**config.mk**
```make
export PLATFORM = sky130hd
export DESIGN_NAME = systolic_mesh_ctrl
export DESIGN_NICKNAME = d
export VERILOG_FILES = /design/src/rtl/systolic_pkg.sv /design/src/rtl/mesh_run_ctrl.sv /design/src/rtl/processing_element.sv /design/src/rtl/systolic_mesh_ctrl.sv
export SDC_FILE = /design/constraint.sdc
export NUM_CORES = 1
export LEC_CHECK = 0
export ABC_AREA = 1
export BUFFER_PORTS_ARGS = -buffer_cell sky130_fd_sc_hd__buf_2
export CAP_MARGIN = 20
export CORE_AREA = 2 2 174 176
export DETAILED_ROUTE_END_ITERATION = 12
export DIE_AREA = 0 0 176 178
export GPL_ROUTABILITY_DRIVEN = 0
export GPL_TIMING_DRIVEN = 0
export PLACE_DENSITY = 0.61
export SETUP_SLACK_MARGIN = 0.2
export SYNTH_ARGS = -nofsm -noshare
export SYNTH_HDL_FRONTEND = slang
export SYNTH_SLANG_ARGS = --single-unit
```
**constraint.sdc**
```tcl
create_clock -name clk_i -period 4.74 [get_ports clk_i]
set_input_delay 0.237 -clock clk_i [delete_from_list [all_inputs] [get_ports clk_i]]
set_output_delay 0.237 -clock clk_i [all_outputs]
set_load 0.005 [all_outputs]
```
**src/rtl/systolic_pkg.sv**
```systemverilog
// Shared types for the systolic mesh: run-control FSM state encoding and
// the PE flat-bus index helper used by the top level.
package systolic_pkg;

  typedef enum logic [2:0] {
    MS_IDLE    = 3'd0,
    MS_RUN     = 3'd1,
    MS_WAIT_PT = 3'd2,
    MS_DONE    = 3'd3,
    MS_TIMEOUT = 3'd4
  } mesh_state_e;

  // Bit position of PE[r][c] in the per-PE flat status buses.
  function automatic int unsigned pe_idx(input int unsigned r,
                                         input int unsigned c,
                                         input int unsigned cols);
    return r * cols + c;
  endfunction

endpackage

```
**src/rtl/mesh_run_ctrl.sv**
```systemverilog
// Run-control FSM for the mesh: start/clear handshake, completion detect,
// saturating run-cycle counter and watchdog.
//   clk_i, rstn_i        clock, async active-low reset
//   start_i, clear_i     run request / return to idle
//   last_east_i          last-element leaving the bottom-right PE
//   corner_valid_i       passthrough valid of the bottom-right PE
//   busy_o               in RUN or WAIT_PT
//   done_o, timeout_o    terminal status levels
//   cycles_o             cycles spent busy in the current / last run
module mesh_run_ctrl
  import systolic_pkg::*;
#(
  parameter int unsigned CNT_WIDTH      = 16,
  parameter int unsigned TIMEOUT_CYCLES = 4096
) (
  input  logic                 clk_i,
  input  logic                 rstn_i,
  input  logic                 start_i,
  input  logic                 clear_i,
  input  logic                 last_east_i,
  input  logic                 corner_valid_i,
  output logic                 busy_o,
  output logic                 done_o,
  output logic                 timeout_o,
  output logic [CNT_WIDTH-1:0] cycles_o
);

  mesh_state_e          state_q;
  logic [CNT_WIDTH-1:0] cycles_inc;
  logic                 wd_hit;

  assign cycles_inc = (&cycles_o) ? cycles_o : cycles_o + CNT_WIDTH'(1);
  assign wd_hit     = (TIMEOUT_CYCLES != 0) &&
                      (cycles_o == CNT_WIDTH'(TIMEOUT_CYCLES - 1));

  // Completion beats the watchdog; on timeout the counter is left frozen.
  always_ff @(posedge clk_i or negedge rstn_i) begin
    if (!rstn_i) begin
      state_q   <= MS_IDLE;
      busy_o    <= 1'b0;
      done_o    <= 1'b0;
      timeout_o <= 1'b0;
      cycles_o  <= '0;
    end else begin
      case (state_q)
        MS_IDLE: begin
          if (start_i) begin
            state_q  <= MS_RUN;
            busy_o   <= 1'b1;
            cycles_o <= '0;
          end
        end
        MS_RUN: begin
          if (last_east_i && corner_valid_i) begin
            state_q  <= MS_DONE;
            busy_o   <= 1'b0;
            done_o   <= 1'b1;
            cycles_o <= cycles_inc;
          end else if (wd_hit) begin
            state_q   <= MS_TIMEOUT;
            busy_o    <= 1'b0;
            timeout_o <= 1'b1;
          end else if (last_east_i) begin
            state_q  <= MS_WAIT_PT;
            cycles_o <= cycles_inc;
          end else begin
            cycles_o <= cycles_inc;
          end
        end
        MS_WAIT_PT: begin
          if (corner_valid_i) begin
            state_q  <= MS_DONE;
            busy_o   <= 1'b0;
            done_o   <= 1'b1;
            cycles_o <= cycles_inc;
          end else if (wd_hit) begin
            state_q   <= MS_TIMEOUT;
            busy_o    <= 1'b0;
            timeout_o <= 1'b1;
          end else begin
            cycles_o <= cycles_inc;
          end
        end
        MS_DONE: begin
          if (start_i) begin
            state_q  <= MS_RUN;
            busy_o   <= 1'b1;
            done_o   <= 1'b0;
            cycles_o <= '0;
          end else if (clear_i) begin
            state_q  <= MS_IDLE;
            done_o   <= 1'b0;
            cycles_o <= '0;
          end
        end
        MS_TIMEOUT: begin
          if (clear_i) begin
            state_q   <= MS_IDLE;
            timeout_o <= 1'b0;
            cycles_o  <= '0;
          end
        end
        default: begin
          state_q   <= MS_IDLE;
          busy_o    <= 1'b0;
          done_o    <= 1'b0;
          timeout_o <= 1'b0;
          cycles_o  <= '0;
        end
      endcase
    end
  end

endmodule

```
**src/rtl/processing_element.sv**
```systemverilog
// One mesh cell. Registers north data downward and west weight rightward
// when valid_i is set, and forwards valid / last-element one cycle later.
//   clk_i, rstn_i          clock, async active-low reset
//   north_i, west_i        incoming data / weight
//   valid_i                this cell's input is valid
//   last_element_i         last-element chain input
//   select_accumulator_i   this cell reports accumulator-valid
//   south_o, east_o        registered data / weight toward neighbours
//   passthrough_valid_o    registered valid_i
//   accumulator_valid_o    registered valid_i & select_accumulator_i
//   last_element_o         registered last_element_i
module processing_element #(
  parameter int unsigned DATA_WIDTH = 32
) (
  input  logic                  clk_i,
  input  logic                  rstn_i,
  input  logic [DATA_WIDTH-1:0] north_i,
  input  logic [DATA_WIDTH-1:0] west_i,
  input  logic                  valid_i,
  input  logic                  last_element_i,
  input  logic                  select_accumulator_i,
  output logic [DATA_WIDTH-1:0] south_o,
  output logic [DATA_WIDTH-1:0] east_o,
  output logic                  passthrough_valid_o,
  output logic                  accumulator_valid_o,
  output logic                  last_element_o
);

  // Data holds between valid beats; control bits are one-cycle delayed copies.
  always_ff @(posedge clk_i or negedge rstn_i) begin
    if (!rstn_i) begin
      south_o             <= '0;
      east_o              <= '0;
      passthrough_valid_o <= 1'b0;
      accumulator_valid_o <= 1'b0;
      last_element_o      <= 1'b0;
    end else begin
      passthrough_valid_o <= valid_i;
      accumulator_valid_o <= valid_i & select_accumulator_i;
      last_element_o      <= last_element_i;
      if (valid_i) begin
        south_o <= north_i;
        east_o  <= west_i;
      end
    end
  end

endmodule

```
**src/rtl/systolic_mesh_ctrl.sv**
```systemverilog
// ROWS x COLS systolic mesh with run control. Boundary injections are gated
// by busy so nothing enters the array outside a run.
//   clk_i, rstn_i           clock, async active-low reset
//   start_i, clear_i        run control
//   north_i, west_i         boundary data (per column) / weights (per row)
//   inputs_valid_i          valid for PE[0][0]
//   last_element_i          last-element into bottom row PE[ROWS-1][0]
//   select_accumulator_i    per-PE accumulator select, bit r*COLS+c
//   south_o, east_o         bottom-row data / right-column weights
//   passthrough_valid_o     per-PE passthrough valid
//   accumulator_valid_o     per-PE accumulator valid
//   last_element_east_o     last-element out of PE[ROWS-1][COLS-1]
//   busy_o, done_o, timeout_o, cycles_o   run status
module systolic_mesh_ctrl
  import systolic_pkg::*;
#(
  parameter int unsigned ROWS           = 2,
  parameter int unsigned COLS           = 2,
  parameter int unsigned DATA_WIDTH     = 32,
  parameter int unsigned CNT_WIDTH      = 16,
  parameter int unsigned TIMEOUT_CYCLES = 4096
) (
  input  logic                       clk_i,
  input  logic                       rstn_i,
  input  logic                       start_i,
  input  logic                       clear_i,
  input  logic [COLS*DATA_WIDTH-1:0] north_i,
  input  logic [ROWS*DATA_WIDTH-1:0] west_i,
  input  logic                       inputs_valid_i,
  input  logic                       last_element_i,
  input  logic [ROWS*COLS-1:0]       select_accumulator_i,
  output logic [COLS*DATA_WIDTH-1:0] south_o,
  output logic [ROWS*DATA_WIDTH-1:0] east_o,
  output logic [ROWS*COLS-1:0]       passthrough_valid_o,
  output logic [ROWS*COLS-1:0]       accumulator_valid_o,
  output logic                       last_element_east_o,
  output logic                       busy_o,
  output logic                       done_o,
  output logic                       timeout_o,
  output logic [CNT_WIDTH-1:0]       cycles_o
);

  logic                  busy;
  logic                  valid_gated;
  logic                  last_gated;
  logic [DATA_WIDTH-1:0] south_arr [ROWS][COLS];
  logic [DATA_WIDTH-1:0] east_arr  [ROWS][COLS];
  logic                  pv_arr    [ROWS][COLS];
  logic                  av_arr    [ROWS][COLS];
  logic                  last_arr  [ROWS][COLS];

  assign valid_gated = inputs_valid_i & busy;
  assign last_gated  = last_element_i & busy;
  assign busy_o      = busy;

  for (genvar r = 0; r < ROWS; r++) begin : g_row
    for (genvar c = 0; c < COLS; c++) begin : g_col
      logic                  pe_valid;
      logic                  pe_last;
      logic [DATA_WIDTH-1:0] pe_north;
      logic [DATA_WIDTH-1:0] pe_west;

      // Interior cells fire only when both upstream neighbours agree.
      if (r == 0 && c == 0) begin : g_v00
        assign pe_valid = valid_gated;
      end else if (r == 0) begin : g_vtop
        assign pe_valid = pv_arr[0][c-1];
      end else if (c == 0) begin : g_vleft
        assign pe_valid = pv_arr[r-1][0];
      end else begin : g_vint
        assign pe_valid = pv_arr[r-1][c] & pv_arr[r][c-1];
      end

      // last-element travels only along the bottom row.
      if (r == ROWS - 1) begin : g_lbot
        if (c == 0) begin : g_lfirst
          assign pe_last = last_gated;
        end else begin : g_lchain
          assign pe_last = last_arr[r][c-1];
        end
      end else begin : g_lnone
        assign pe_last = 1'b0;
      end

      if (r == 0) begin : g_ntop
        assign pe_north = north_i[c*DATA_WIDTH +: DATA_WIDTH];
      end else begin : g_nin
        assign pe_north = south_arr[r-1][c];
      end

      if (c == 0) begin : g_wleft
        assign pe_west = west_i[r*DATA_WIDTH +: DATA_WIDTH];
      end else begin : g_win
        assign pe_west = east_arr[r][c-1];
      end

      processing_element #(
        .DATA_WIDTH(DATA_WIDTH)
      ) u_pe (
        .clk_i               (clk_i),
        .rstn_i              (rstn_i),
        .north_i             (pe_north),
        .west_i              (pe_west),
        .valid_i             (pe_valid),
        .last_element_i      (pe_last),
        .select_accumulator_i(select_accumulator_i[pe_idx(r, c, COLS)]),
        .south_o             (south_arr[r][c]),
        .east_o              (east_arr[r][c]),
        .passthrough_valid_o (pv_arr[r][c]),
        .accumulator_valid_o (av_arr[r][c]),
        .last_element_o      (last_arr[r][c])
      );

      assign passthrough_valid_o[pe_idx(r, c, COLS)] = pv_arr[r][c];
      assign accumulator_valid_o[pe_idx(r, c, COLS)] = av_arr[r][c];

      if (r == ROWS - 1) begin : g_sout
        assign south_o[c*DATA_WIDTH +: DATA_WIDTH] = south_arr[r][c];
      end
      if (c == COLS - 1) begin : g_eout
        assign east_o[r*DATA_WIDTH +: DATA_WIDTH] = east_arr[r][c];
      end
    end
  end

  assign last_element_east_o = last_arr[ROWS-1][COLS-1];

  mesh_run_ctrl #(
    .CNT_WIDTH     (CNT_WIDTH),
    .TIMEOUT_CYCLES(TIMEOUT_CYCLES)
  ) u_ctrl (
    .clk_i         (clk_i),
    .rstn_i        (rstn_i),
    .start_i       (start_i),
    .clear_i       (clear_i),
    .last_east_i   (last_arr[ROWS-1][COLS-1]),
    .corner_valid_i(pv_arr[ROWS-1][COLS-1]),
    .busy_o        (busy),
    .done_o        (done_o),
    .timeout_o     (timeout_o),
    .cycles_o      (cycles_o)
  );

endmodule

```
Word level (Yosys, flattened, before mapping)
Index checks and enable logic that the tools add are counted.
W data, S select, Z words.
Word-level totals
  register bits after elaboration: 287
  bits of input ports: 138
  output and inout bits: 156
  word-level logic and storage cells: 87
Operators by class
  $add $sub $neg: 1
  eq/ne operators: 15
  muxes and demuxes: 31
  bitwise gates (word level): 9
  reduce and logical (&&, ||, !) cells: 9
Operators by type and width (count)
  $mux W16: 7
  $pmux W16 S5: 1
  $mux W3: 8
  $add A16 B1 Y16 const B: 1
  $eq A16 B12 Y1 const B: 1
  $reduce_and A16 Y1: 1
  $pmux W3 S5: 1
  $pmux W1 S4: 3
  $mux W1: 11
  $ne A2 B2 Y1 const B: 5
  $reduce_and A4 Y1: 2
  $and A1 B1 Y1: 6
  $eq A3 B2 Y1 const B: 2
  $ne A2 B1 Y1 const B: 2
  $ne A4 B2 Y1 const B: 1
  $reduce_or A2 Y1: 2
  $eq A3 B1 Y1 const B: 1
  $eq A3 B3 Y1 const B: 1
  $logic_not A3 Y1: 1
  $ne A3 B2 Y1 const B: 1
  $ne A3 B3 Y1 const B: 1
  $not A1 Y1: 3
  $reduce_and A3 Y1: 1
  $reduce_and A2 Y1: 1
  $logic_and A1 B1 Y1: 1

Depth between registers and ports, before layout
  word-level depth: 5
  mapped depth: 11
  gate-level depth less buffers: 11

By module
A second synthesis with hierarchy kept.
Unflattened totals
  cells, all modules: 1397
  area total of the unflattened synthesis: 11907.7 µm²
By module, submodules not included
  processing_element: times used 4, cells each 275, area an instance 2511.2 µm², seq. area each 1676.6 µm²
  mesh_run_ctrl: times used 1, cells each 289, area an instance 1829.3 µm², seq. area each 550.5 µm²
  systolic_mesh_ctrl: times used 1, cells each 8, area an instance 33.8 µm², seq. area each 0.0 µm²

Worst setup path before layout
OpenSTA, ideal clock, no wires.
  kind: reg-to-reg
  start: reg u_ctrl.cycles_o[0]
  end: reg u_ctrl.state_q[1]
  library setup time: 125 ps
  arrival: 1483 ps
  required time: 4615 ps
  setup slack: 3132 ps
  cell stages (with the launch flop): 11
  buffers on the path: 0
  period minus slack after synthesis: 1608 ps
  cell sequence: dfrtp_1 ha_1 nand2_1 nor2_4 nand2_2 nor2_4 nand2_2 o21ai_0 nand3_1 nand2_1 o21ai_1
Between the ends
  cells in the longest elaborated chain, start to end: 4
  elaborated cells between the ends (all ways): 7
  classes of those cells: eq/ne (3); mux (3); reduce/logical (1)
Ends and longest elaborated chain
  start, declared: RTL line mesh_run_ctrl.sv:25  | output logic [CNT_WIDTH-1:0] cycles_o
  start signal, assigned: RTL line mesh_run_ctrl.sv:58  | cycles_o <= cycles_inc;
  start signal, assigned: RTL line mesh_run_ctrl.sv:65  | cycles_o <= cycles_inc;
  start signal, assigned: RTL line mesh_run_ctrl.sv:67  | cycles_o <= cycles_inc;
  $eq A16 B12 Y1 *: RTL line mesh_run_ctrl.sv:34  | (cycles_o == CNT_WIDTH'(TIMEOUT_CYCLES - 1));
  $mux W3: RTL line mesh_run_ctrl.sv:59  | end else if (wd_hit) begin
  $mux W3: RTL line mesh_run_ctrl.sv:54  | if (last_east_i && corner_valid_i) begin
  $pmux W3 S5: RTL line mesh_run_ctrl.sv:45  | case (state_q)
  end signal, assigned: RTL line mesh_run_ctrl.sv:48  | state_q <= MS_RUN;
  end signal, assigned: RTL line mesh_run_ctrl.sv:55  | state_q <= MS_DONE;
  end signal, assigned: RTL line mesh_run_ctrl.sv:60  | state_q <= MS_TIMEOUT;
  end, declared: RTL line mesh_run_ctrl.sv:28  | mesh_state_e state_q;
Every way passes the cells marked *; elsewhere a longest branch is shown, timed or not.
A chain may end at the register's enable or synchronous reset.

==> key figures <==
Clock tree
  • Worst-path clk slew: 0.06 ns
  • CTS sink count: 287
  • H-tree levels: 1
  • Setup bufs post-CTS: 0
  • TritonCTS buffer count: 30
  • Clk_lat worst skew: 0.57 ns
  • CTS tree: built
  • Root buffer selected by CTS: clkbuf_16
  • Clock buffer depth: 3

Run
  • Number of max-cap violations: 0

Global route
  • Initial antenna violation count: 0
  • Total gr overflow: 0
  • Vias in the first global route: 9711
  • Largest net degree at the start of global routing: 78
  • Overall routing resource usage: 0.199
  • First-pass GRT wire length: 50.5 mm

Synth
  • #FFs+latches synth: 287
  • Seq/Total Area, Yosys: 0.620
  • Mapped Area: 11600 µm²
  • Syn Area/Cell: 9.79 µm²
  • Top cell type's share of synthesized area: 0.620
  • Ys Warns: 0
  • Cells after Synth: 1183
  • Syn_nets: 1322
  • Top_reg_cell synth: dfrtp_1
  • Unique masters post-synth: 37
  • Post-synth EDFFs: 0
  • Count leader, synth: nand2_1
  • Most area-hungry cell type in the Yosys netlist: dfrtp_1
  • Top post-synthesis cells by area: dfrtp_1 62%, nand2_1 11%, mux2_2 6.2%, o21ai_0 3.5%, inv_1 3.2%
  • Synth cell count leaders: 335 x nand2_1, 287 x dfrtp_1, 100 x inv_1, 84 x nor2_1, 80 x o21ai_0
  • FFs w/ async S/R, synth: 1.00

Route
  • DRT Pass-1 Iters: 5
  • Final WL: 31.6 mm
  • Vias per cell: 4.69
  • Post-route ant nets: 0
  • DR WL met2: 14.6 mm
  • M1 wire length: 13.5 mm
  • DR DRC count: 0
  • Via count: 9660
  • Top sig layer: met4
  • Met3 wire length: 2.35 mm
  • Avg WL per Cell: 15.3 µm
  • Initial DRC Count: 492

Timing
  • Final setup margin: 2.81 ns
  • Clk_skew: 0.0184 ns
  • Fin Hold WS: 0.175 ns
  • Worst Max-Slew Pin Slew: 0.587 ns
  • RSZ-0062 raised after global routing: no
  • Maximum clock frequency: 0.519 GHz
  • Total Neg Setup Slack: 0 ns
  • Final Hold Fails: 0
  • Fin crit share: 0.407
  • Max-slew violation count: 0
  • Max_slew headroom: 0.609
  • Tmin final: 1.93 ns
  • Final setup viols: 0

Power
  • Pint: 6270 µW
  • Reg power frac: 0.434
  • Switch Pwr: 3220 µW
  • Clock network power share: 0.249
  • Peak VDD IR: 0.000304 V
  • Lkg Pwr: 0.00807 µW
  • Sw Share: 0.339
  • Comb pwr share: 0.317
  • Total Power: 9480 µW
  • Pwr per Cell Area: 594 nW/µm²

Worst setup path
  • Worst path max stage delay: 0.49 ns
  • Most used cell along the critical path: buf_2
  • Worst EP arrival: 2.40 ns
  • CP Class: reg -> reg
  • Worst path required time: 5.21 ns
  • Worst reg-to-reg path cell count: 5
  • CP max stage cell: dfrtp_1
  • Worst reg2reg setup slack: 2.81 ns
  • CP cell instances: clkbuf_1 -> buf_2 -> buf_2 -> nand2_1 -> o21ai_0
  • Reg2reg start: g_row[0].g_col[0].u_pe.passthrough_valid_o
  • Crit. End Element: register
  • Reg-to-reg critical path endpoint: g_row[1].g_col[0].u_pe.east_o[14]
  • Crit start category: register
  • CP Max Fanout: 10

Die
  • I/O pin count: 294
  • Core area: 29400 µm²
  • Starting Density: 0.394
  • Die extent in y: 178 µm
  • Chip width: 176 µm
  • Full die area: 31300 µm²
  • Row cnt: 63

Layout
  • Final #Nets: 1784
  • Filler Cell Count: 2595
  • Proportion of layout cells with a drive suffix above 1: 0.279
  • Area Overhead vs Synth: 37.9%
  • Finished Cell Area: 16000 µm²

Placement
  • Place WS: 2.73 ns
  • PortBufs: 293
  • Placed Instance Area: 13600 µm²
  • Post-DP HPWL: 21.6 mm

Status
  • Status: complete, no violations

Min path
  • Worst min path class: in -> async
==> repair_timing <==
action | CTS | global route
gates resized for setup | 0 | 0
endpoints found under the hold margin | 193 | 0
hold buffers | 134 | 0
==> metal layers <==
metal	global-route usage	up-vias
li1	-	4687
met3	0.0460	67
met5	0	-
met2	0.322	335
met4	0.0716	0
met1	0.263	4571
==> cells by family after synthesis <==
| family | Yosys count | synth area share |
|---|---|---|
| buffers and inverters | 169 | 0.0593 |
| adder cells (fa/ha/maj) | 1 | 0.00108 |
| XOR/XNOR | 2 | 0.00151 |
| AO/OA/AOI/OAI | 173 | 0.0775 |
| flip-flops | 287 | 0.620 |
| multiplexers | 64 | 0.0622 |
| AND/OR/NAND/NOR | 487 | 0.178 |
==> worst max-delay path by stage <==
stage / slack (ns) / to / cells past startpoint / start
final: 2.81 / g_row[1].g_col[0].u_pe.east_o[14] / 5 / g_row[0].g_col[0].u_pe.passthrough_valid_o
after global routing: 2.56 / g_row[1].g_col[0].u_pe.east_o[7] / 5 / g_row[0].g_col[0].u_pe.passthrough_valid_o
after CTS: 2.69 / g_row[1].g_col[0].u_pe.east_o[9] / 5 / g_row[0].g_col[0].u_pe.passthrough_valid_o
after detailed placement: 2.73 / g_row[1].g_col[0].u_pe.east_o[9] / 5 / g_row[0].g_col[0].u_pe.passthrough_valid_o
after global placement: -1.94 / g_row[1].g_col[0].u_pe.south_o[5] / 1 / rstn_i
after floorplan: 3.13 / u_ctrl.state_q[1] / 10 / u_ctrl.cycles_o[0]
==> per-stage QoR <==
stage,instances,utilization
5_1_grt,2059,0.543
4_1_cts,2059,0.543
3_3_place_gp,1866,0.460
2_1_floorplan,1183,-
6_report,2061,0.543
3_5_place_dp,1869,0.463
==> layout by cell type, fill, tap and decap left out, types with 4 or more instances in the layout <==
cell type / netlist / final
mux2_2: 64 / 64
o21ai_1: 9 / 9
dlygate4sd3_1: 0 / 134
inv_2: 10 / 10
nand3_1: 28 / 28
a31oi_1: 6 / 6
buf_1: 4 / 4
buf_4: 8 / 8
buf_2: 14 / 306
a21oi_1: 71 / 71
nor4_1: 5 / 5
clkinv_2: 0 / 6
o21ai_0: 80 / 80
nand2_1: 335 / 335
nand2_2: 10 / 10
clkbuf_16: 0 / 30
dfrtp_1: 287 / 287
nor2_4: 5 / 5
nand4_1: 7 / 7
inv_1: 100 / 100
nor2_1: 84 / 84
clkbuf_1: 32 / 44
==> critical path: cells and delay by family, from the launching register on <==
kind	cells	cell delay [ns]
AOI/OAI and AO/OA	1	0.09
and+or+nand+nor	1	0.11
DFF	1	0.49
buffers and inverters	3	1.13
==> flip-flops by register name, summed over array words and instances (netlist names) <==
signal and flops:
g_row.g_col.u_pe.accumulator_valid_o 4, g_row.g_col.u_pe.east_o 128, g_row.g_col.u_pe.last_element_o 2, g_row.g_col.u_pe.passthrough_valid_o 3
g_row.g_col.u_pe.south_o 128, u_ctrl.busy_o 1, u_ctrl.cycles_o 16, u_ctrl.done_o 1
u_ctrl.state_q 3, u_ctrl.timeout_o 1
==> power by group through the flow <==
stage          logic, µW  clock network [µW]  registers (µW)
6_report            3010                2360            4110
3_5_place_dp        2940                   0            4150
3_3_place_gp        2880                   0            4110
2_1_floorplan       1650                   0            4080
4_1_cts             3040                2440            4120
5_1_grt             3410                2530            4250
==> layout make-up <==
cell class                 count  area, µm²  area share
sequential                   287       7180       0.450
multi-input combinational    727       3710       0.232
timing repair buffer         430       2900       0.182
clock buffer                  45        837      0.0524
tap                          390        488      0.0306
inverter                     111        422      0.0264
buffer                        58        265      0.0166
clock inverter                11        158     0.00987
antenna                        2       5.00    0.000313
No activity file was read; power rests on OpenSTA's default activity.
